File: src/rtl/coherence_home_responder.sv
// MSI directory home node: serializes cache misses and issues fetch/invalidate before replying.
// Optional HOME_PROTOCOL_ERR_EN: pulse protocolErr on a stale writeBack or reserved request type.
module coherence_home_responder #(
  parameter int NODES  = 2,
  parameter int ADDR_W = 2,
  localparam int NW    = (NODES > 1) ? $clog2(NODES) : 1
) (
  input  logic              clock,
  input  logic              resetn,
  input  logic              reqValid,
  output logic              reqReady,
  input  logic [1:0]        reqType,
  input  logic [NW-1:0]     reqNode,
  input  logic [ADDR_W-1:0] reqAddr,
  output logic              fetchValid,
  output logic [NW-1:0]     fetchNode,
  input  logic              fetchAck,
  output logic              invValid,
  output logic [NODES-1:0]  invMask,
  input  logic              invAck,
  output logic              replyValid,
  output logic [NW-1:0]     replyNode,
  input  logic              replyReady,
  output logic [1:0]        currentState,
  output logic [NODES-1:0]  sharers,
  output logic              protocolErr
);
  typedef enum logic [1:0] {IDLE, FETCH, INVAL, REPLY} fsm_t;
  localparam logic [1:0] ST_I = 2'b00, ST_S = 2'b01, ST_M = 2'b10;
  localparam logic [1:0] RD = 2'b00, WR = 2'b01, WB = 2'b10;
  localparam int ENTRIES = 2**ADDR_W;

  fsm_t                          state;
  logic [ENTRIES-1:0][1:0]       dir_st;
  logic [ENTRIES-1:0][NODES-1:0] dir_sh;
  logic [1:0]                    l_type;
  logic [NW-1:0]                 l_node;
  logic [ADDR_W-1:0]             l_addr;
  logic [1:0]                    e_st, ack_st;
  logic [NODES-1:0]              e_sh, req_oh, l_oh, inv_mask, ack_sh;
  logic [NW-1:0]                 owner;

  assign reqReady = (state == IDLE);
  assign e_st     = dir_st[reqAddr];
  assign e_sh     = dir_sh[reqAddr];
  assign req_oh   = NODES'(1) << reqNode;
  assign l_oh     = NODES'(1) << l_node;
  assign inv_mask = e_sh & ~req_oh;
  // Entry written when a fetch/invalidate completes: owner stays a sharer on a read.
  assign ack_st   = (l_type == RD) ? ST_S : ST_M;
  assign ack_sh   = (l_type == RD) ? (dir_sh[l_addr] | l_oh) : l_oh;

  always_comb begin
    owner = '0;
    for (int i = 0; i < NODES; i++)
      if (e_sh[i]) owner = NW'(i);
  end

  always_ff @(posedge clock or negedge resetn) begin
    if (!resetn) begin
      state        <= IDLE;
      dir_st       <= '0;
      dir_sh       <= '0;
      l_type       <= '0;
      l_node       <= '0;
      l_addr       <= '0;
      fetchValid   <= 1'b0;
      fetchNode    <= '0;
      invValid     <= 1'b0;
      invMask      <= '0;
      replyValid   <= 1'b0;
      replyNode    <= '0;
      currentState <= ST_I;
      sharers      <= '0;
    end else begin
      case (state)
        IDLE: if (reqValid) begin
          l_type       <= reqType;
          l_node       <= reqNode;
          l_addr       <= reqAddr;
          currentState <= e_st;
          sharers      <= e_sh;
          case (reqType)
            RD: begin
              if (e_st == ST_M && owner != reqNode) begin
                state <= FETCH; fetchValid <= 1'b1; fetchNode <= owner;
              end else begin
                state <= REPLY; replyValid <= 1'b1; replyNode <= reqNode;
                if (e_st != ST_M) begin
                  dir_st[reqAddr] <= ST_S; dir_sh[reqAddr] <= e_sh | req_oh;
                  currentState    <= ST_S; sharers         <= e_sh | req_oh;
                end
              end
            end
            WR: begin
              if (e_st == ST_M && owner != reqNode) begin
                state <= FETCH; fetchValid <= 1'b1; fetchNode <= owner;
              end else if (e_st == ST_S && inv_mask != '0) begin
                state <= INVAL; invValid <= 1'b1; invMask <= inv_mask;
              end else begin
                state <= REPLY; replyValid <= 1'b1; replyNode <= reqNode;
                dir_st[reqAddr] <= ST_M; dir_sh[reqAddr] <= req_oh;
                currentState    <= ST_M; sharers         <= req_oh;
              end
            end
            WB: if (e_st == ST_M && owner == reqNode) begin
              dir_st[reqAddr] <= ST_I; dir_sh[reqAddr] <= '0;
              currentState    <= ST_I; sharers         <= '0;
            end
            default: ;
          endcase
        end
        FETCH: if (fetchAck) begin
          state      <= REPLY;
          fetchValid <= 1'b0;
          fetchNode  <= '0;
          replyValid <= 1'b1;
          replyNode  <= l_node;
          dir_st[l_addr] <= ack_st; dir_sh[l_addr] <= ack_sh;
          currentState   <= ack_st; sharers        <= ack_sh;
        end
        INVAL: if (invAck) begin
          state      <= REPLY;
          invValid   <= 1'b0;
          invMask    <= '0;
          replyValid <= 1'b1;
          replyNode  <= l_node;
          dir_st[l_addr] <= ST_M; dir_sh[l_addr] <= l_oh;
          currentState   <= ST_M; sharers        <= l_oh;
        end
        REPLY: if (replyReady) begin
          state      <= IDLE;
          replyValid <= 1'b0;
          replyNode  <= '0;
        end
        default: state <= IDLE;
      endcase
    end
  end

`ifdef HOME_PROTOCOL_ERR_EN
  logic bad_req;
  assign bad_req = (reqType == 2'b11) ||
                   (reqType == WB && !(e_st == ST_M && owner == reqNode));
  always_ff @(posedge clock or negedge resetn)
    if (!resetn) protocolErr <= 1'b0;
    else         protocolErr <= reqValid && reqReady && bad_req;
`else
  assign protocolErr = 1'b0;
`endif
endmodule

File: config.mk
export PLATFORM = sky130hd
export DESIGN_NAME = coherence_home_responder
export DESIGN_NICKNAME = d
export VERILOG_FILES = /design/src/rtl/coherence_home_responder.sv
export SDC_FILE = /design/constraint.sdc
export NUM_CORES = 1
export LEC_CHECK = 0
export ABC_AREA = 1
export CORE_ASPECT_RATIO = 1.1
export CORE_MARGIN = 3
export CORE_UTILIZATION = 45
export DETAILED_ROUTE_END_ITERATION = 10
export GPL_ROUTABILITY_DRIVEN = 0
export PLACE_DENSITY = 0.73
export SLEW_MARGIN = 10
export SYNTH_ARGS = -nofsm -noshare
export SYNTH_HDL_FRONTEND = slang
export SYNTH_SLANG_ARGS = --single-unit
export TNS_END_PERCENT = 30
File: constraint.sdc
create_clock -name clock -period 3.3 [get_ports clock]
set_input_delay 0.66 -clock clock [delete_from_list [all_inputs] [get_ports clock]]
set_output_delay 0.66 -clock clock [all_outputs]
set_load 0.1 [all_outputs]
-- Word-level counts from Yosys, hierarchy flattened
Cells that the tools add are included.
- $lt $le $gt $ge: 4
- bitwise logic cells: 16
- shift-type cells: 2
- reduce and logical (&&, ||, !) cells: 20
- muxes and demuxes: 105
- equal/unequal tests: 26
- operators by type and width (operator ; count):
    2-to-1 mux 8 bit ; 16
    one-hot mux 8 bit (3 select lines) ; 4
    2-to-1 mux 2 bit ; 34
    bitwise mux 8 bit ; 5
    2-to-1 mux 1 bit ; 27
    one-hot mux 2 bit (3 select lines) ; 4
    bitwise AND 8 bit ; 2
    inequality test 3 bit, second input constant ; 5
    inequality test 2 bit, second input constant ; 7
    bitwise AND 4 bit ; 3
    binary-select mux 2 bit (select 2 bit) ; 3
    NOT 4 bit ; 3
    bitwise OR 4 bit ; 3
    one-hot mux 1 bit (2 select lines) ; 5
    AND reduction 10 bit ; 1
    AND reduction 5 bit ; 2
    demux 2 bit (select 2 bit) ; 2
    equality test 2 bit, second input constant ; 4
    NOT 8 bit ; 1
    one-hot mux 1 bit (4 select lines) ; 2
    one-hot mux 2 bit (2 select lines) ; 2
    one-hot mux 2 bit (4 select lines) ; 1
    AND reduction 8 bit ; 1
    equality test 2 x 1 -> 1 bit, second input constant ; 3
    other kinds (19) ; 33
- output and inout bits: 13
- register bits: 34
- input bits: 11
- word-level logic and storage cells: 193

-- Longest topological paths before layout
Gate-level depths: netlist (run 1).
- depth after elaboration: 11
- gate-level depth with buffers: 16
- gate-level depth less buffers: 16

-- Least setup slack after synthesis (run 1)
OpenSTA, ideal clock, no wires.
- path kind: flip-flop to flip-flop
- start: register state[0]
- end: register dir_st[5] (netlist name)
- path slack: 669 ps
- cell stages (with the launch flop): 14
- library setup time: 123 ps
- data required time: 3177 ps
- path buffers: 1
- arrival time: 2508 ps
- clock period less this slack: 2631 ps
- cells stage by stage: dfrtp_1 > inv_1 > ha_1 > inv_2 > nor2_1 > inv_2 > nand2_1 > or2_4 > nor2_8 > nand3_4 > nor2_8 > nand2_4 > buf_8 > o21ai_2
- longest elaborated chain between the ends: 3
- elaborated cells between the ends (all ways): 15
- classes of those cells: eq/ne (11); mux (1); reduce/logical (3)
- ends and longest elaborated chain (item ; RTL line ; text):
    from (decl) ; 33 ; fsm_t state;
    from (signal assigned) ; 61 ; state <= IDLE;
    from (signal assigned) ; 86 ; state <= FETCH; fetchValid <= 1'b1; fetchNode <= owner;
    from (signal assigned) ; 88 ; state <= REPLY; replyValid <= 1'b1; replyNode <= reqNode;
    logical NOT 2 bit * ; - ;
    via reqReady ; 11 ; output logic reqReady,
    inequality test 4 x 1 -> 1 bit (no source line) (tied with other cells) ; - ;
    AND reduction 10 bit (no source line) ; - ;
    to (signal, indexed assignment) ; 119 ; dir_st[l_addr] <= ack_st; dir_sh[l_addr] <= ack_sh;
    to (decl) ; 34 ; logic [ENTRIES-1:0][1:0] dir_st;
The timed path passes the listed nets; every way through them passes the cells marked *.
A chain may end at the register's enable or synchronous reset.

==> out/qor_table.md, run 1 <==
| Result | Value | Unit |
|:---|:---|:---|
| Root buffer cell | sky130_fd_sc_hd__clkbuf_8 | - |
| Clock tree from TritonCTS | yes | - |
| Placed wire-length estimate after detailed placement | 6430 | um |
| 1st-iter DRT viols | 301 | - |
| RSZ-0062 raised after global routing | no | - |
| Mean Syn Cell Area | 6.74 | um2 |
| Number of warning messages in the yosys log | 0 | - |
| Final setup violation count | 0 | - |
| Worst hold slack across all endpoints | 484 | ps |
| Highest-count cells in the layout ignoring fill and taps | sky130_fd_sc_hd__nand2_1, sky130_fd_sc_hd__nor2_1, sky130_fd_sc_hd__o21ai_0 | - |
| Final Cycle Share | 88.0 | % |
| Seq/Total Area, Yosys | 29.4 | % |
| Via density per instance | 5.68 | - |
| Die ar. | 0.00742 | mm2 |
| Maximum fanout count along the critical path | 14 | - |
| Number of synthesized register bits | 34 | - |
| Final setup TNS | 0 | ps |
| Top FF cell, synth | sky130_fd_sc_hd__dfrtp_1 | - |
| Worst Hold Path Cells | 2 | - |
| Crit path capture type | flip-flop | - |
| Number of instances in the placed design | 528 | - |
| Worst vdd ir | 531 | uV |
| CTS H-tree lvls | 2 | - |
| Post-cts repair resize count | 0 | - |
| Post-synthesis net count | 452 | - |
| P_leak | 1.57 | nW |
| Count of hold-fix buffers inserted at cts | 0 | - |
| Overall track demand over capacity in global routing | 23.5 | % |
| Core Rows | 30 | - |
| Maximum number of pins on one net before global-route repair | 35 | - |
| Most common cell after layout, fill and taps aside | sky130_fd_sc_hd__nand2_1 | - |
| Worst EP required | 3540 | ps |
| Total number of vias | 3044 | - |
| Initial antenna violation count | 0 | - |
| Crit Path Class | primary input to flip-flop | - |
| Vertical die dimension | 90.1 | um |
| Horizontal die dimension | 82.4 | um |
| Share of cells above drive strength 1 | 13.8 | % |
| Final antenna-violating net count | 0 | - |
| Result of the run | finished clean | - |
| Antenna diode count | 0 | - |
| Worst Setup Start Kind | primary input | - |
| Syn-to-layout area delta | 13.0 | % |
| Max-cap violations | 0 | - |
| Count of unresolved DRC violations after routing | 0 | - |
| Count of endpoints failing hold in the final timing report | 0 | - |
| Count of placed standard cells in the final layout, fillers left out | 536 | - |
| Asr flop ratio synth | 100 | % |
| Starting utilization of the core area | 46.7 | % |
| Overflow after GRT | 0 | - |
| Synthesized netlist cell count | 429 | - |
| Pins over their slew limit | 0 | - |
| Arrival time at the worst endpoint | 3140 | ps |
| Number of filler cells placed in the layout | 632 | - |
| Clock input transition at the sequential cells of the worst setup and hold paths | 70 | ps |
| Ports | 24 | - |
| Power per standard cell area | 1090 | mW/mm2 |
| CTS max path bufs | 2 | - |
| Number of enable flip-flop cells after synthesis | 0 | - |
| Tightest Hold Check Type | flip-flop to flip-flop | - |
| Core area | 0.00619 | mm2 |
| Count of buffers from port buffering | 22 | - |
| Final Critical Period | 2900 | ps |
| Final nets | 478 | - |
| Routed len/inst | 15.9 | um |
| First-pass GRT wire length | 13500 | um |
| Count of unique library cells instantiated by Yosys | 40 | - |
| Total setup buffers inserted after CTS | 0 | - |
| Total routed wirelength | 8540 | um |
| Detailed-router iteration count before antenna repair | 5 | - |
| Number of clock sinks | 34 | - |
| Number of buffers inserted during clock tree synthesis | 5 | - |
| Max Clock Skew | 9.06 | ps |
| Netlist area before placement | 0.00289 | mm2 |
| Achievable Freq | 344 | MHz |
| R2R cell count | 9 | - |
| Clk_lat worst skew | 300 | ps |
| Number of global-route vias before repair | 2705 | - |
## path summary, 6_finish.rpt
check / startpoint / endpoint / slack [ps]
worst max-delay path: reqAddr[0] / flip-flop / 400
worst min-delay path: fetchValid / fetchValid / 480
worst max register to register: state[0] / currentState[1] / 650
worst min register to register: fetchValid / fetchValid / 480
max in group asynchronous: resetn / dir_st[6] / 2210
min in group asynchronous: resetn / l_node / 780
## layer usage
layer  vias to the layer above  track usage, %  wire length, um
li1                       1468               -                -
met1                      1347            31.5             3470
met2                       182            36.4             3820
met3                        47            4.21              855
met4                         0            9.97              390
met5                         -               0                0
## per-stage QoR
step	utilization [%]	area [um2]	worst slack, ps	power (mW)
5_1_grt	52.8	3270	204	3.78
3_3_place_gp	51.1	3160	248	3.08
2_1_floorplan	-	2890	669	2.57
4_1_cts	52.8	3270	438	3.52
6_report	52.8	3270	397	3.55
3_5_place_dp	51.1	3160	146	3.13
## cell families after synthesis
kind of cell    synth area share (%)
compound gates                  22.1
simple gates                    34.9
buf+inv                         8.22
flops                           29.4
other cells                    0.130
fa+ha+maj                       5.19
## Yosys cell counts (3+ instances only)
master / count / area share, %
sky130_fd_sc_hd__inv_2: 6 / 0.78
sky130_fd_sc_hd__clkbuf_1: 3 / 0.39
sky130_fd_sc_hd__o221ai_1: 4 / 1.2
sky130_fd_sc_hd__o21ai_2: 6 / 1.8
sky130_fd_sc_hd__nand3_1: 25 / 4.3
sky130_fd_sc_hd__o21a_1: 4 / 1.0
sky130_fd_sc_hd__nand3_2: 3 / 1.0
sky130_fd_sc_hd__dfrtp_1: 34 / 29
sky130_fd_sc_hd__nand2_1: 124 / 16
sky130_fd_sc_hd__o31ai_1: 4 / 1.0
sky130_fd_sc_hd__a22oi_1: 9 / 2.3
sky130_fd_sc_hd__o21ai_1: 7 / 1.2
sky130_fd_sc_hd__o22ai_1: 3 / 0.65
sky130_fd_sc_hd__a21oi_1: 16 / 2.8
sky130_fd_sc_hd__o21ai_0: 43 / 7.4
sky130_fd_sc_hd__nand2_2: 11 / 2.4
sky130_fd_sc_hd__nor2_1: 44 / 5.7
sky130_fd_sc_hd__inv_1: 42 / 5.5
sky130_fd_sc_hd__ha_1: 12 / 5.2
## cell type report
class | instances | area [um2] | area share, %
clock inverter | 1 | 30.0 | 0.919
multi-input combinational | 339 | 1800 | 55.2
tap | 80 | 100 | 3.06
sequential | 34 | 851 | 26.0
timing repair buffer | 27 | 228 | 6.97
inverter | 48 | 180 | 5.51
clock buffer | 7 | 76.3 | 2.34
## worst max-delay path, stage by stage
cell	delay, ps
sky130_fd_sc_hd__clkdlybuf4s50_1	590
sky130_fd_sc_hd__inv_2	220
sky130_fd_sc_hd__nand2_1	70
sky130_fd_sc_hd__nand2_1	70
sky130_fd_sc_hd__nand2_1	60
sky130_fd_sc_hd__nand2_2	110
sky130_fd_sc_hd__inv_1	70
sky130_fd_sc_hd__ha_1	320
sky130_fd_sc_hd__nand3b_1	180
sky130_fd_sc_hd__nand2_2	130
sky130_fd_sc_hd__a21oi_4	90
sky130_fd_sc_hd__nor2_8	170
sky130_fd_sc_hd__nand2_4	150
sky130_fd_sc_hd__inv_2	110
sky130_fd_sc_hd__nand3_1	70
sky130_fd_sc_hd__nand2_1	60
## report_power, final
part / leakage [nW] / total, mW / internal (mW) / switching [mW]
sequential: 0.438 / 0.783 / 0.599 / 0.183
clock: 0.0524 / 0.388 / 0.226 / 0.162
combinational: 1.08 / 2.38 / 0.644 / 1.74
total: 1.57 / 3.55 / 1.47 / 2.08
No activity file was read; power rests on OpenSTA's default activity.
==> run 2: changes to the inputs <==
SLEW_MARGIN = not set   (was 10)
==> results of run 2 <==
Same layout as run 1: the final DEF is identical, and so are final timing and power.
==> run 3: changes to the inputs <==
CAP_MARGIN = 20   (was not set)
CORE_UTILIZATION = 40   (was 45)
GPL_TIMING_DRIVEN = 0   (was not set)
PLACE_DENSITY = 0.68   (was 0.73)
==> run 3 against run 2 <==
  * Final cell count increased by 0.37%
  * Via count decreased by 1.1%
  * Critical path depth decreased by 13
  * Sequential share of layout area decreased by 0.11 points
  * Critical path type is now flip-flop to output pin
  * Highest routed layer unchanged
==> out/qor_table.md, run 3 (same netlist as run 1, synthesis figures left out) <==
| Result | Value | Unit | Change |
|:---|:---|:---|:---|
| Routed len/inst | 15.8 | um | -0.69% |
| Horizontal die dimension | 87.1 | um | +5.6% |
| Post-cts repair resize count | 0 | - | unchanged |
| Detailed-router iteration count before antenna repair | 5 | - | unchanged |
| Initial antenna violation count | 0 | - | unchanged |
| Final Cycle Share | 91.6 | % | +3.6 points |
| Root buffer cell | sky130_fd_sc_hd__clkbuf_8 | - |  |
| Count of unresolved DRC violations after routing | 0 | - | unchanged |
| Antenna diode count | 0 | - | unchanged |
| Arrival time at the worst endpoint | 2360 | ps | -780 ps |
| Clock input transition at the sequential cells of the worst setup and hold paths | 70 | ps | about the same |
| Met3 routed wirelength | 722 | um | -16% |
| Via density per instance | 5.60 | - | -1.4% |
| Highest-count cells in the layout ignoring fill and taps | sky130_fd_sc_hd__nand2_1, sky130_fd_sc_hd__nor2_1, sky130_fd_sc_hd__o21ai_0 | - |  |
| Achievable Freq | 331 | MHz | -4.0% |
| Core area | 0.00679 | mm2 | +9.6% |
| Max_slew headroom | 34.6 | % |  |
| P_leak | 1.55 | nW | -1.4% |
| Tightest Hold Check Type | primary input to async pin | - |  |
| Final setup violation count | 0 | - | unchanged |
| Top layer in use | met4 | - |  |
| Crit Path Class | flip-flop to output pin | - |  |
| Result of the run | finished clean | - |  |
| Number of clock sinks | 34 | - | unchanged |
| Die ar. | 0.00829 | mm2 | +12% |
| Maximum number of pins on one net before global-route repair | 35 | - | unchanged |
| Detailed-routed wire length on met2 | 4030 | um | +5.4% |
| Most common cell after layout, fill and taps aside | sky130_fd_sc_hd__nand2_1 | - |  |
| R2R cell count | 10 | - | +1 |
| Vertical die dimension | 95.2 | um | +5.7% |
| Core Rows | 31 | - | +3.3% |
| Place WS | 132 | ps | -13.8 ps |
| Worst Slack Setup Final | 277 | ps | -120 ps |
| Met1 Wirelength | 3540 | um | +2.0% |
| Power per standard cell area | 1070 | mW/mm2 | -1.9% |
| First-pass GRT wire length | 14000 | um | +3.8% |
| 1st-iter DRT viols | 251 | - | -17% |
| Number of buffers inserted during clock tree synthesis | 5 | - | unchanged |
| Number of instances in the placed design | 532 | - | +0.76% |
| Number of global-route vias before repair | 2827 | - | +4.5% |
| Count of endpoints failing hold in the final timing report | 0 | - | unchanged |
| Crit path capture type | output pin | - |  |
| Count of buffers from port buffering | 21 | - | -4.5% |
| Final antenna-violating net count | 0 | - | unchanged |
| Slew at the pin closest to its max-slew limit | 978 | ps |  |
| Worst EP required | 2640 | ps | -900 ps |
| Worst Setup Start Kind | flip-flop | - |  |
| Overflow after GRT | 0 | - | unchanged |
| Maximum fanout count along the critical path | 6 | - | -8 |
| Ports | 24 | - | unchanged |
| Final setup TNS | 0 | ps | unchanged |
| Clk_lat worst skew | 290 | ps | about the same |
| Reg2reg start | state[1] | - |  |
| Pins over their slew limit | 0 | - | unchanged |
| Max Clock Skew | 7.63 | ps | -1.43 ps |
| Final nets | 480 | - | +0.42% |
| CTS max path bufs | 2 | - | unchanged |
| Overall track demand over capacity in global routing | 21.9 | % | -1.6 points |
| Starting utilization of the core area | 42.6 | % | -4.1 points |
| Count of hold-fix buffers inserted at cts | 0 | - | unchanged |
| Worst reg-to-reg setup slack | 690 | ps | +40 ps |
| CTS H-tree lvls | 2 | - | unchanged |
| Total setup buffers inserted after CTS | 0 | - | unchanged |
| Syn-to-layout area delta | 13.5 | % |  |
| Worst vdd ir | 653 | uV | +23% |
| RSZ-0062 raised after global routing | no | - |  |
| Final Critical Period | 3020 | ps | +120 ps |
| Total routed wirelength | 8510 | um | -0.32% |
| Number of filler cells placed in the layout | 683 | - | +8.1% |
| Total number of vias | 3012 | - | -1.1% |
| Count of placed standard cells in the final layout, fillers left out | 538 | - | +0.37% |
| Share of cells above drive strength 1 | 11.4 | % | -2.4 points |
| Max-cap violations | 0 | - | unchanged |
| Placed wire-length estimate after detailed placement | 6490 | um | +0.88% |
| Clock tree from TritonCTS | yes | - |  |
## run 3: area by class of cell
class,count,area (um2),share of cell area [%]
multi-input cells,339,1800,54.9
plain buffers,8,57.6,1.75
well taps,82,103,3.13
repair buffers,21,205,6.25
clock buffers,6,82.6,2.52
inverters,48,180,5.49
flip-flops and latches,34,851,25.9
## run 3: critical path, cell delays in order, from the launching register on
cell and delay (ps):
sky130_fd_sc_hd__dfrtp_1 420, sky130_fd_sc_hd__inv_1 140, sky130_fd_sc_hd__ha_1 330, sky130_fd_sc_hd__clkdlybuf4s50_1 1190
## run 3: report_power, final
part	switching (mW)	internal [mW]	total, mW
Sequential	0.171	0.600	0.771
Combinational	1.74	0.684	2.42
Clock	0.147	0.161	0.308
## run 3: worst max path at each step
stage	start	endpoint	slack (ps)
after CTS	state[0]	reqReady	270
after detailed placement	reqAddr[0]	dir_st[6]	130
after floorplan	state[0]	dir_st[5]	670
after global routing	state[1]	reqReady	190
final	state[0]	reqReady	280
after global placement	reqAddr[0]	dir_st[5]	170
## run 3: stage by stage
stage	util, %	hold WS (ps)	power, mW	area (um2)
floorplan	-	364	2.57	2890
global placement	47.2	461	3.14	3200
detailed placement	47.1	467	3.17	3200
CTS	48.4	473	3.49	3280
global route	48.4	505	3.78	3280
finish	48.4	428	3.50	3280
## run 3: routing by layer
layer | vias up | GRT usage (%)
met5 | - | 0
met4 | 0 | 7.66
met3 | 17 | 3.80
met2 | 137 | 36.3
met1 | 1384 | 28.5
li1 | 1474 | -
